### src/rtl/wb_host_pkg.sv
// wb_host_pkg: shared FSM encoding and constants for the Wishbone host initiator
package wb_host_pkg;
  typedef enum logic [1:0] {
    IDLE = 2'd0,
    BUS  = 2'd1,
    RESP = 2'd2
  } state_t;
  localparam int WB_SEL_W = 4;
  localparam int TIMEOUT_DEF = 255;
endpackage

### src/rtl/wb_host_initiator.sv
// wb_host_initiator: single-transfer Wishbone classic master driven by a valid/ready command channel
// Define WB_HOST_TIMEOUT_EN to abort transfers whose ack never arrives within TIMEOUT_CYCLES.
module wb_host_initiator
  import wb_host_pkg::*;
#(
  parameter int AW = 32,
  parameter int DW = 32,
  parameter int TIMEOUT_CYCLES = TIMEOUT_DEF
) (
  input  logic                wb_clk_i,
  input  logic                wb_rst_i,
  input  logic                cmd_valid_i,
  output logic                cmd_ready_o,
  input  logic                cmd_we_i,
  input  logic [WB_SEL_W-1:0] cmd_sel_i,
  input  logic [AW-1:0]       cmd_adr_i,
  input  logic [DW-1:0]       cmd_dat_i,
  output logic                rsp_valid_o,
  input  logic                rsp_ready_i,
  output logic [DW-1:0]       rsp_dat_o,
  output logic                rsp_err_o,
  output logic                wbm_cyc_o,
  output logic                wbm_stb_o,
  output logic                wbm_we_o,
  output logic [WB_SEL_W-1:0] wbm_sel_o,
  output logic [AW-1:0]       wbm_adr_o,
  output logic [DW-1:0]       wbm_dat_o,
  input  logic [DW-1:0]       wbm_dat_i,
  input  logic                wbm_ack_i,
  output logic                busy_o
);
  state_t state;
`ifdef WB_HOST_TIMEOUT_EN
  logic [15:0] cnt;
  logic tmo;
  assign tmo = cnt == 16'(TIMEOUT_CYCLES - 1);
`else
  assign rsp_err_o = 1'b0;
`endif
  always_ff @(posedge wb_clk_i or posedge wb_rst_i) begin
    if (wb_rst_i) begin
      state       <= IDLE;
      cmd_ready_o <= 1'b0;
      rsp_valid_o <= 1'b0;
      rsp_dat_o   <= '0;
      wbm_cyc_o   <= 1'b0;
      wbm_stb_o   <= 1'b0;
      wbm_we_o    <= 1'b0;
      wbm_sel_o   <= '0;
      wbm_adr_o   <= '0;
      wbm_dat_o   <= '0;
      busy_o      <= 1'b0;
`ifdef WB_HOST_TIMEOUT_EN
      rsp_err_o   <= 1'b0;
      cnt         <= '0;
`endif
    end else begin
      case (state)
        IDLE:
          if (cmd_valid_i && cmd_ready_o) begin
            wbm_we_o    <= cmd_we_i;
            wbm_sel_o   <= cmd_sel_i;
            wbm_adr_o   <= cmd_adr_i;
            wbm_dat_o   <= cmd_dat_i;
            wbm_cyc_o   <= 1'b1;
            wbm_stb_o   <= 1'b1;
            cmd_ready_o <= 1'b0;
            busy_o      <= 1'b1;
            state       <= BUS;
`ifdef WB_HOST_TIMEOUT_EN
            cnt         <= '0;
`endif
          end else begin
            cmd_ready_o <= 1'b1;
          end
        BUS:
          if (wbm_ack_i) begin
            wbm_cyc_o   <= 1'b0;
            wbm_stb_o   <= 1'b0;
            rsp_dat_o   <= wbm_we_o ? '0 : wbm_dat_i;
            rsp_valid_o <= 1'b1;
            state       <= RESP;
`ifdef WB_HOST_TIMEOUT_EN
            rsp_err_o   <= 1'b0;
`endif
          end
`ifdef WB_HOST_TIMEOUT_EN
          else if (tmo) begin
            wbm_cyc_o   <= 1'b0;
            wbm_stb_o   <= 1'b0;
            rsp_dat_o   <= '0;
            rsp_err_o   <= 1'b1;
            rsp_valid_o <= 1'b1;
            state       <= RESP;
          end else begin
            cnt <= cnt + 16'd1;
          end
`endif
        RESP:
          if (rsp_ready_i) begin
            rsp_valid_o <= 1'b0;
            cmd_ready_o <= 1'b1;
            busy_o      <= 1'b0;
            state       <= IDLE;
          end
        default: state <= IDLE;
      endcase
    end
  end
endmodule

### config.mk
export PLATFORM = sky130hd
export DESIGN_NAME = wb_host_initiator
export DESIGN_NICKNAME = d
export VERILOG_FILES = /design/src/rtl/wb_host_pkg.sv /design/src/rtl/wb_host_initiator.sv
export SDC_FILE = /design/constraint.sdc
export NUM_CORES = 1
export LEC_CHECK = 0
export CAP_MARGIN = 15
export CORE_UTILIZATION = 48
export CTS_CLUSTER_SIZE = 10
export DETAILED_ROUTE_END_ITERATION = 16
export DONT_BUFFER_PORTS = 1
export PLACE_DENSITY_LB_ADDON = 0.15
export SYNTH_ARGS = -nofsm -noshare
export SYNTH_HDL_FRONTEND = slang
export SYNTH_SLANG_ARGS = --single-unit
### constraint.sdc
create_clock -name wb_clk_i -period 4.55 [get_ports wb_clk_i]
set_input_delay 0.91 -clock wb_clk_i [delete_from_list [all_inputs] [get_ports wb_clk_i]]
set_output_delay 0.91 -clock wb_clk_i [all_outputs]
set_load 0.005 [all_outputs]
## After elaboration in Yosys (flattened, before gate mapping)

Cells that the tools add are included.

| storage, ports and cells | value |
|---|---|
| bits in registers | 107 |
| bits of input ports | 106 |
| output and inout port bits | 107 |

| operators by class | value |
|---|---|
| eq/ne operators | 5 |
| mux-type cells | 15 |
| reduce and logical (&&, ||, !) cells | 12 |

Operators by type and width:

| operator | number |
|---|---|
| $mux W32 | 1 |
| $reduce_and A3 Y1 | 4 |
| $pmux W1 S2 | 4 |
| $mux W1 | 6 |
| $mux W2 | 3 |
| $ne A2 B2 Y1 const B | 3 |
| $pmux W2 S3 | 1 |
| $reduce_and A2 Y1 | 3 |
| $reduce_bool A2 Y1 | 3 |
| $eq A2 B1 Y1 const B | 1 |
| $eq A2 B2 Y1 const B | 1 |
| $logic_not A2 Y1 | 1 |
| $logic_and A1 B1 Y1 | 1 |

## Logic depth before layout (Yosys ltp)

Gate-level depths: netlist of the first run.

| logic depth | value |
|---|---|
| depth after elaboration | 3 |
| mapped depth | 5 |
| gate-level depth less buffers | 3 |

## Worst setup path after synthesis of the first run

OpenSTA, ideal clock, no wires.

| timing path | value |
|---|---|
| kind | input to register |
| from | input cmd_valid_i |
| to | register wbm_adr_o[0] |
| data arrival time | 1.847 ns |
| data required time | 4.425 ns |
| setup slack | 2.578 ns |
| stages | 4 |
| path buffers | 1 |
| path through | nand2_1 -> nor3_4 -> buf_6 -> mux2_2 |

| on the way | value |
|---|---|
| word-level cells in the longest chain between the ends | 2 |

Ends and longest elaborated chain:

| what | RTL line | text |
|---|---|---|
| start, declared | wb_host_initiator.sv:12 | `input logic cmd_valid_i,` |
| $logic_and A1 B1 Y1 | wb_host_initiator.sv:60 | `if (cmd_valid_i && cmd_ready_o) begin` |
| $reduce_and A2 Y1 (no source line) | n/a |  |
| end signal, assigned | wb_host_initiator.sv:63 | `wbm_adr_o <= cmd_adr_i;` |
| end, declared | wb_host_initiator.sv:26 | `output logic [AW-1:0] wbm_adr_o,` |

Every way passes these cells.
A chain may end at the register's enable or synchronous reset.

## Final worst setup path of the first run

| timing path | value |
|---|---|
| from | input cmd_valid_i |
| to | register wbm_dat_o[25] |

| on the way | value |
|---|---|
| word-level cells in the longest chain between the ends | 2 |

Ends and longest elaborated chain:

| what | RTL line | text |
|---|---|---|
| $logic_and A1 B1 Y1 | wb_host_initiator.sv:60 |  |
| $reduce_and A2 Y1 (no source line) | n/a |  |
| end signal, assigned | wb_host_initiator.sv:64 | `wbm_dat_o <= cmd_dat_i;` |
| end, declared | wb_host_initiator.sv:27 | `output logic [DW-1:0] wbm_dat_o,` |

Every way passes these cells.

==> impl_metrics.env, run 1 <==
export IMPL_initial_utilization=0.504
export IMPL_cts_resized=0
export IMPL_core_area_um2=8340
export IMPL_cp_required_ns=4.79
export IMPL_worstHoldStart="rsp_dat_o[9]"
export IMPL_port_buffers=0
export IMPL_post_route_period_util=0.441
export IMPL_dr_pass1_iters=4
export IMPL_multi_input_area_um2=1370
export IMPL_drtIter0Drc=66
export IMPL_fin_setup_tns_ns=0
export IMPL_utilization=0.532
export IMPL_status="finished clean"
export IMPL_dieHeight_um=95.5
export IMPL_worstSetupStartpointType="input port"
export IMPL_endpoint_kind="flop"
export IMPL_power_total_w=0.00312
export IMPL_synth_cell_area_um2=4200
export IMPL_post_synth_cell_area_avg_um2=13.4
export IMPL_max_cap_viol_count=0
export IMPL_nNetsFinal=415
export IMPL_clock_sinks=107
export IMPL_boundaryPins=213
export IMPL_grt_pass1_vias=2091
export IMPL_grt_first_pass_wirelength_um=10800
export IMPL_hold_buffers=0
export IMPL_yosysUniqueCellTypes=21
export IMPL_slew_headroom=0.370
export IMPL_grtUsageTotal=0.160
export IMPL_clkTransAtPathRegs_ns=0.10
export IMPL_via_per_inst=5.29
export IMPL_syn_num_nets=419
export IMPL_antenna_found_initial=0
export IMPL_cp_max_fo=71
export IMPL_seqCellArea_um2=2680
export IMPL_yosys_register_bits=107
export IMPL_maxSlewViolCount=0
export IMPL_syn2layout_area_growth_pct=5.57
export IMPL_fillCellCount=719
export IMPL_ant_nets=0
export IMPL_setup_viol=0
export IMPL_worstHoldPathType="flop to flop"
export IMPL_synthCells=313
export IMPL_r2r_start="cmd_ready_o"
export IMPL_overflow=0
export IMPL_vias=2216
export IMPL_final_cell_count_no_fill=419
export IMPL_ir_worst_vdd_uv=326
export IMPL_drc=0
export IMPL_hpwl_um=5290
export IMPL_rows=33
export IMPL_diodes=0
export IMPL_die_area_um2=9130
export IMPL_power_density_nw_per_um2=705
export IMPL_period_needed_ns=2.01
export IMPL_path_class="input port to flop"
export IMPL_clockBufferDepth=2
export IMPL_numCtsBuffers=9
export IMPL_cts_root_buf="clkbuf_8"
export IMPL_cts_max_level=3
export IMPL_tightest_slew_ns=0.945
export IMPL_cts_setup_buffers=0
export IMPL_tritoncts="yes"
export IMPL_grt_start_max_net_pins=81
export IMPL_finalHoldViolations=0
export IMPL_gp_congestion=0.726
export IMPL_seq_area_frac_synth=0.637
export IMPL_dp_cells=403
export IMPL_drive_gt1_frac=0.271
export IMPL_ys_warn_count=0
export IMPL_worstPathArrival_ns=2.25
export IMPL_die_x_um=95.5
export IMPL_skew_ns=0.0117
export IMPL_wl_um=7500
export IMPL_wl_per_cell_um=17.9
export IMPL_p_leak_nw=1.92
export IMPL_clkLatencyLatePin_ns=0.36
export IMPL_worstSetupStartpoint="cmd_valid_i"
export IMPL_fmax_mhz=498
export IMPL_rsz0062_at_grt="no"
-- per-stage QoR --
| stage | hold WS, ns | cell area (µm²) | setup slack [ns] |
|---|---|---|---|
| 6_report | 0.518 | 4430 | 2.54 |
| 5_1_grt | 0.549 | 4430 | 2.42 |
| 4_1_cts | 0.526 | 4430 | 2.51 |
| 3_5_place_dp | 0.501 | 4230 | 2.14 |
| 3_3_place_gp | 0.495 | 4230 | 2.18 |
| 2_1_floorplan | 0.473 | 4200 | 0.823 |
-- cells in the mapped netlist --
library cell,count,area share
nand2b_1,33,0.049
buf_2,5,0.0060
buf_6,7,0.019
clkbuf_1,4,0.0036
conb_1,1,0.00089
mux2_1,6,0.016
a21boi_0,2,0.0036
nor3_4,1,0.0039
o21a_1,1,0.0018
o21ai_0,33,0.039
a21oi_1,3,0.0036
dfrtp_1,107,0.64
mux2_2,63,0.17
nand2_1,34,0.030
buf_4,2,0.0036
a211o_1,1,0.0021
nor2_1,4,0.0036
inv_1,3,0.0027
nand3b_1,1,0.0018
o22a_1,1,0.0021
buf_1,1,0.00089
-- registers in the layout, summed over array words and instances, names as in the netlist --
| signal | count |
|---|---|
| cmd_ready_o | 1 |
| busy_o | 1 |
| wbm_adr_o | 32 |
| wbm_stb_o | 1 |
| wbm_sel_o | 4 |
| wbm_we_o | 1 |
| wbm_dat_o | 32 |
| state | 2 |
| rsp_dat_o | 32 |
| rsp_valid_o | 1 |
-- layout by cell type, fill, tap and decap left out, drive strengths merged --
master	n
a211o	1
a21boi	2
a21oi	3
buf	4
bufinv	1
clkbuf	10
clkinv	2
conb	1
dfrtp	107
inv	6
mux2	69
nand2	34
nand2b	33
nand3b	1
nor2	4
nor3	1
o21a	1
o21ai	33
o22a	1
-- per-layer routing --
metal  track usage  share of wire
met2         0.252           0.48
met3        0.0821           0.13
met1         0.184           0.37
met4        0.0634          0.014
met5             0              0
-- cell families after synthesis --
family | share of synthesized area
mux | 0.185
flops | 0.637
compound gates | 0.0524
simple gates | 0.0888
buf+inv | 0.0354
other cells | 0.000893
-- power breakdown --
part	internal [W]	switching, W	leakage, nW	total (W)
Sequential	0.00139	0.000349	1.30	0.00174
Combinational	0.000455	0.000329	0.510	0.000783
Clock	0.000276	0.000323	0.108	0.000599
-- layout make-up --
class                      count  area share
clock buffer                  10      0.0310
clock inverter                 6      0.0158
inverter                       3     0.00310
timing repair buffer           4     0.00677
tap                          105      0.0296
multi-input combinational    184       0.310
sequential                   107       0.604
-- path summary, 6_finish.rpt --
path | depth (start not counted) | slack [ns] | end
worst max-delay path | 4 | 2.54 | wbm_dat_o[25]
worst min-delay path | 2 | 0.52 | rsp_dat_o[9]
worst max register to register | 4 | 2.62 | wbm_dat_o[25]
worst min register to register | 2 | 0.52 | rsp_dat_o[9]
max in group asynchronous | 2 | 2.97 | wbm_dat_o[25]
min in group asynchronous | 1 | 0.63 | wbm_dat_o[13]
-- worst max-delay path, cell delays in order --
cell and delay [ns]:
nand2_1 0.08, nor3_4 0.12, buf_4 0.66, mux2_2 0.41
No activity file was read; power rests on OpenSTA's default activity.
==> run 2: changes to the inputs <==
clock period = 1.8 ns   (was 4.55 ns; I/O delays follow)
==> run 2 against run 1 <==
Effect of this change:
- register-to-register slack worse by 2.4 ns
- utilization up 0.48 points
- worst hold slack worse by 0.39 ns
- routed wire length up 2.8%
- non-clock buffer count up 3
- sequential power rose to 2.6 times the previous value
- cell count up 0.48%
- via count up 2.0%
- global-route usage up 1.2 points
- critical endpoint is now wbm_dat_o[27]
==> impl_metrics.env, run 2 (same netlist as run 1, synthesis figures left out) <==
export IMPL_numCtsBuffers=9
export IMPL_status="finished clean"
export IMPL_ir_worst_vdd_uv=696
export IMPL_grt_pass1_vias=2243
export IMPL_dr_pass1_iters=3
export IMPL_endpoint_kind="flop"
export IMPL_tightest_slew_ns=0.790
export IMPL_utilization=0.536
export IMPL_drive_gt1_frac=0.266
export IMPL_wl_um=7710
export IMPL_worstHoldPathType="input port to flop"
export IMPL_die_area_um2=9130
export IMPL_critPathTopFamily="flip-flops"
export IMPL_boundaryPins=213
export IMPL_nNetsFinal=418
export IMPL_most_common_layout_cells="dfrtp_1 (107), mux2_2 (63), nand2_1 (34)"
export IMPL_whs_path_depth=1
export IMPL_fin_setup_tns_ns=0
export IMPL_syn2layout_area_growth_pct=6.52
export IMPL_slew_headroom=0.473
export IMPL_finalHoldViolations=0
export IMPL_drc=0
export IMPL_r2r_end="wbm_dat_o[27]"
export IMPL_worstPathArrival_ns=1.85
export IMPL_port_buffers=0
export IMPL_setup_viol=0
export IMPL_p_leak_nw=1.91
export IMPL_path_class="flop to flop"
export IMPL_via_per_inst=5.37
export IMPL_period_needed_ns=1.61
export IMPL_path_cells="nor3_4 > buf_12 > mux2_2"
export IMPL_skew_ns=0.0103
export IMPL_core_area_um2=8340
export IMPL_dp_cells=405
export IMPL_gp_congestion=0.749
export IMPL_path_buf_inv=1
export IMPL_largestRegisters="rsp_dat_o x32, wbm_adr_o x32, wbm_dat_o x32"
export IMPL_tritoncts="yes"
export IMPL_maxSlewViolCount=0
export IMPL_grtUsageTotal=0.171
export IMPL_final_cell_count_no_fill=421
export IMPL_clkTransAtPathRegs_ns=0.10
export IMPL_initial_utilization=0.504
export IMPL_power_total_w=0.00785
export IMPL_power_density_nw_per_um2=1750
export IMPL_critPathSlowestCell="dfrtp_1"
export IMPL_clockBufferDepth=2
export IMPL_antenna_found_initial=0
export IMPL_dieHeight_um=95.5
export IMPL_grt_start_max_net_pins=72
export IMPL_worstHoldStart="cmd_dat_i[19]"
export IMPL_hpwl_um=5540
export IMPL_diodes=0
export IMPL_wl_per_cell_um=18.3
export IMPL_layout_commonest_cell="dfrtp_1"
export IMPL_cts_max_level=3
export IMPL_cts_root_buf="clkbuf_8"
export IMPL_max_cap_viol_count=0
export IMPL_drtIter0Drc=83
export IMPL_ant_nets=0
export IMPL_fmax_mhz=621
export IMPL_cp_required_ns=2.04
export IMPL_rsz0062_at_grt="no"
export IMPL_grt_first_pass_wirelength_um=11400
export IMPL_clkLatencyLatePin_ns=0.36
export IMPL_post_route_period_util=0.894
export IMPL_rrSetupSlack_ns=0.19
export IMPL_r2r_start="state[0]"
export IMPL_die_x_um=95.5
export IMPL_holdWs_ns=0.127
export IMPL_worstSetupStartpointType="flop"
export IMPL_clock_sinks=107
export IMPL_rows=33
export IMPL_cp_max_fo=71
export IMPL_hold_path_end="wbm_dat_o[19]"
export IMPL_rr_worst_depth=3
export IMPL_overflow=0
export IMPL_vias=2260
export IMPL_slowest_delay_ns=0.47
run 2: worst max-delay path by stage:
stage,startpoint,end,slack [ns],cells past startpoint
after floorplan,wb_rst_i,busy_o,0.15,1
after global placement,state[0],wbm_adr_o[3],0.24,3
after CTS,wbm_we_o,wbm_we_o,0.17,0
after detailed placement,state[0],wbm_dat_o[7],0.19,3
final,state[0],wbm_dat_o[27],0.19,3
after global routing,wbm_we_o,wbm_we_o,0.10,0
run 2: cell type report:
| cell class | instances | area (µm²) |
|---|---|---|
| Sequential cell | 107 | 2680 |
| Fill cell | 722 | 3870 |
| Multi-Input combinational cell | 184 | 1370 |
| Tap cell | 105 | 131 |
| Timing Repair Buffer | 7 | 92.6 |
| Clock inverter | 4 | 52.6 |
| Inverter | 3 | 15.0 |
| Clock buffer | 11 | 131 |
run 2: power by group:
| part | switching [W] | total (W) | internal, W |
|---|---|---|---|
| Clock | 0.000761 | 0.00140 | 0.000637 |
| Sequential | 0.000983 | 0.00451 | 0.00352 |
| Combinational | 0.000772 | 0.00194 | 0.00117 |
run 2: worst reg2reg max path, cell delays in order, from the launching register on:
cell and delay, ns:
dfrtp_1 0.47, nor3_4 0.24, buf_12 0.34, mux2_2 0.44
run 2: metrics by stage:
step           setup slack [ns]  area (µm²)
6_report                  0.190        4470
5_1_grt                   0.104        4470
4_1_cts                   0.167        4470
3_5_place_dp              0.191        4280
3_3_place_gp              0.243        4280
2_1_floorplan             0.152        4200
run 2: metal layers:
layer | GRT usage | part of all wire | wire (µm)
met1 | 0.195 | 0.38 | 2920
met2 | 0.277 | 0.49 | 3780
met3 | 0.0750 | 0.11 | 863
met4 | 0.0821 | 0.019 | 144
met5 | 0 | 0 | 0
run 2: timing repair:
item / CTS / global route
endpoints found under the hold margin: 21 / 0
setup buffers: 0 / 0
gates resized for setup: 0 / 0
hold buffers: 1 / 0
==> run 3: changes to the inputs <==
RECOVER_POWER = 50   (was unset)
==> run 3 against run 2 <==
Effect of this change:
- register-to-register slack about the same
- critical path depth unchanged
- total power about the same
- critical endpoint unchanged
- largest cell class unchanged
- largest power group unchanged
==> impl_metrics.env, run 3 (same netlist as run 1, synthesis figures left out) <==
export IMPL_tritoncts="yes"
export IMPL_rows=33
export IMPL_largestRegisters="rsp_dat_o x32, wbm_adr_o x32, wbm_dat_o x32"
export IMPL_setup_viol=0
export IMPL_cp_max_fo=71
export IMPL_diodes=0
export IMPL_numCtsBuffers=9
export IMPL_grt_pass1_vias=2243
export IMPL_multi_input_area_um2=1370
export IMPL_clkTransAtPathRegs_ns=0.10
export IMPL_via_per_inst=5.36
export IMPL_nNetsFinal=418
export IMPL_vias=2257
export IMPL_fillCellCount=723
export IMPL_power_total_w=0.00784
export IMPL_grt_first_pass_wirelength_um=11400
export IMPL_tightest_slew_ns=1.15
export IMPL_clkLatencyLatePin_ns=0.36
export IMPL_hpwl_um=5540
export IMPL_worstSetupStartpointType="flop"
export IMPL_wl_per_cell_um=18.3
export IMPL_max_cap_viol_count=0
export IMPL_syn2layout_area_growth_pct=6.37
export IMPL_drc=0
export IMPL_post_route_period_util=0.893
export IMPL_path_class="flop to flop"
export IMPL_worstHoldPathType="input port to flop"
export IMPL_cp_required_ns=2.04
export IMPL_cts_resized=0
export IMPL_grt_start_max_net_pins=72
export IMPL_fmax_mhz=622
export IMPL_rr_worst_depth=3
export IMPL_die_area_um2=9130
export IMPL_drtIter0Drc=92
export IMPL_rsz0062_at_grt="no"
export IMPL_worstPathArrival_ns=1.84
export IMPL_layout_commonest_cell="dfrtp_1"
export IMPL_cts_root_buf="clkbuf_8"
export IMPL_port_buffers=0
export IMPL_p_leak_nw=1.91
export IMPL_maxSlewViolCount=0
export IMPL_period_needed_ns=1.61
export IMPL_whs_path_depth=1
export IMPL_finalHoldViolations=0
export IMPL_die_x_um=95.5
export IMPL_clock_sinks=107
export IMPL_overflow=0
export IMPL_status="finished clean"
export IMPL_grtUsageTotal=0.171
export IMPL_initial_utilization=0.504
export IMPL_ant_nets=0
export IMPL_most_common_layout_cells="dfrtp_1 (107), mux2_2 (63), nand2_1 (34)"
export IMPL_core_area_um2=8340
export IMPL_clockBufferDepth=2
export IMPL_skew_ns=0.00969
export IMPL_gp_congestion=0.749
export IMPL_ir_worst_vdd_uv=697
export IMPL_cts_max_level=3
export IMPL_wl_um=7700
export IMPL_seqCellArea_um2=2680
export IMPL_power_density_nw_per_um2=1760
export IMPL_slew_headroom=0.232
export IMPL_drive_gt1_frac=0.263
export IMPL_dieHeight_um=95.5
export IMPL_antenna_found_initial=0
export IMPL_endpoint_kind="flop"
export IMPL_boundaryPins=213
export IMPL_fin_setup_tns_ns=0
export IMPL_dr_pass1_iters=5
run 3: power breakdown:
group	switching [W]	leakage [nW]	internal, W
sequential	0.000983	1.30	0.00352
clock	0.000762	0.0816	0.000638
combinational	0.000769	0.529	0.00117
total	0.00251	1.91	0.00533
run 3: what timing repair did:
item                      4_1_cts  5_1_grt
hold buffers                    1        0
hold endpoints to repair       21        0
buffers inserted                0        0
run 3: layer usage:
layer  routed length (µm)  up-vias  share of wire  GRT usage
met5                    0        -              0          0
met4                  118        0          0.015     0.0821
met3                  830       10           0.11     0.0750
met2                 3850      123           0.50      0.277
met1                 2910     1083           0.38      0.195
li1                     -     1041              -          -
run 3: path summary, 6_finish.rpt:
path	start	slack, ns	to
min	cmd_dat_i[19]	0.13	wbm_dat_o[19]
max	state[0]	0.19	wbm_dat_o[27]
max in group asynchronous	wb_rst_i	0.30	wbm_dat_o[20]
min in group asynchronous	wb_rst_i	0.69	wbm_adr_o[29]
max reg2reg	state[0]	0.19	wbm_dat_o[27]
min reg2reg	rsp_dat_o[14]	0.52	rsp_dat_o[14]
run 3: worst max-delay path, stage by stage, from the launching register on:
cell     delay (ns)
dfrtp_1        0.47
nor3_4         0.24
buf_12         0.34
mux2_2         0.39
run 3: final cells by class:
| class | instances | share of cell area |
|---|---|---|
| Clock inverter | 4 | 0.0118 |
| Tap cell | 105 | 0.0294 |
| Clock buffer | 11 | 0.0294 |
| Multi-Input combinational cell | 184 | 0.307 |
| Sequential cell | 107 | 0.599 |
| Timing Repair Buffer | 7 | 0.0199 |
| Inverter | 3 | 0.00280 |
run 3: metrics by stage:
stage	hold WS, ns	instances	util	area [µm²]	setup WS [ns]
after CTS	0.102	421	0.536	4470	0.167
after detailed placement	0.318	405	0.513	4280	0.191
after global routing	0.0998	421	0.536	4470	0.104
final	0.129	421	0.536	4470	0.192
after global placement	0.307	405	0.513	4280	0.243
after floorplan	0.473	313	-	4200	0.152
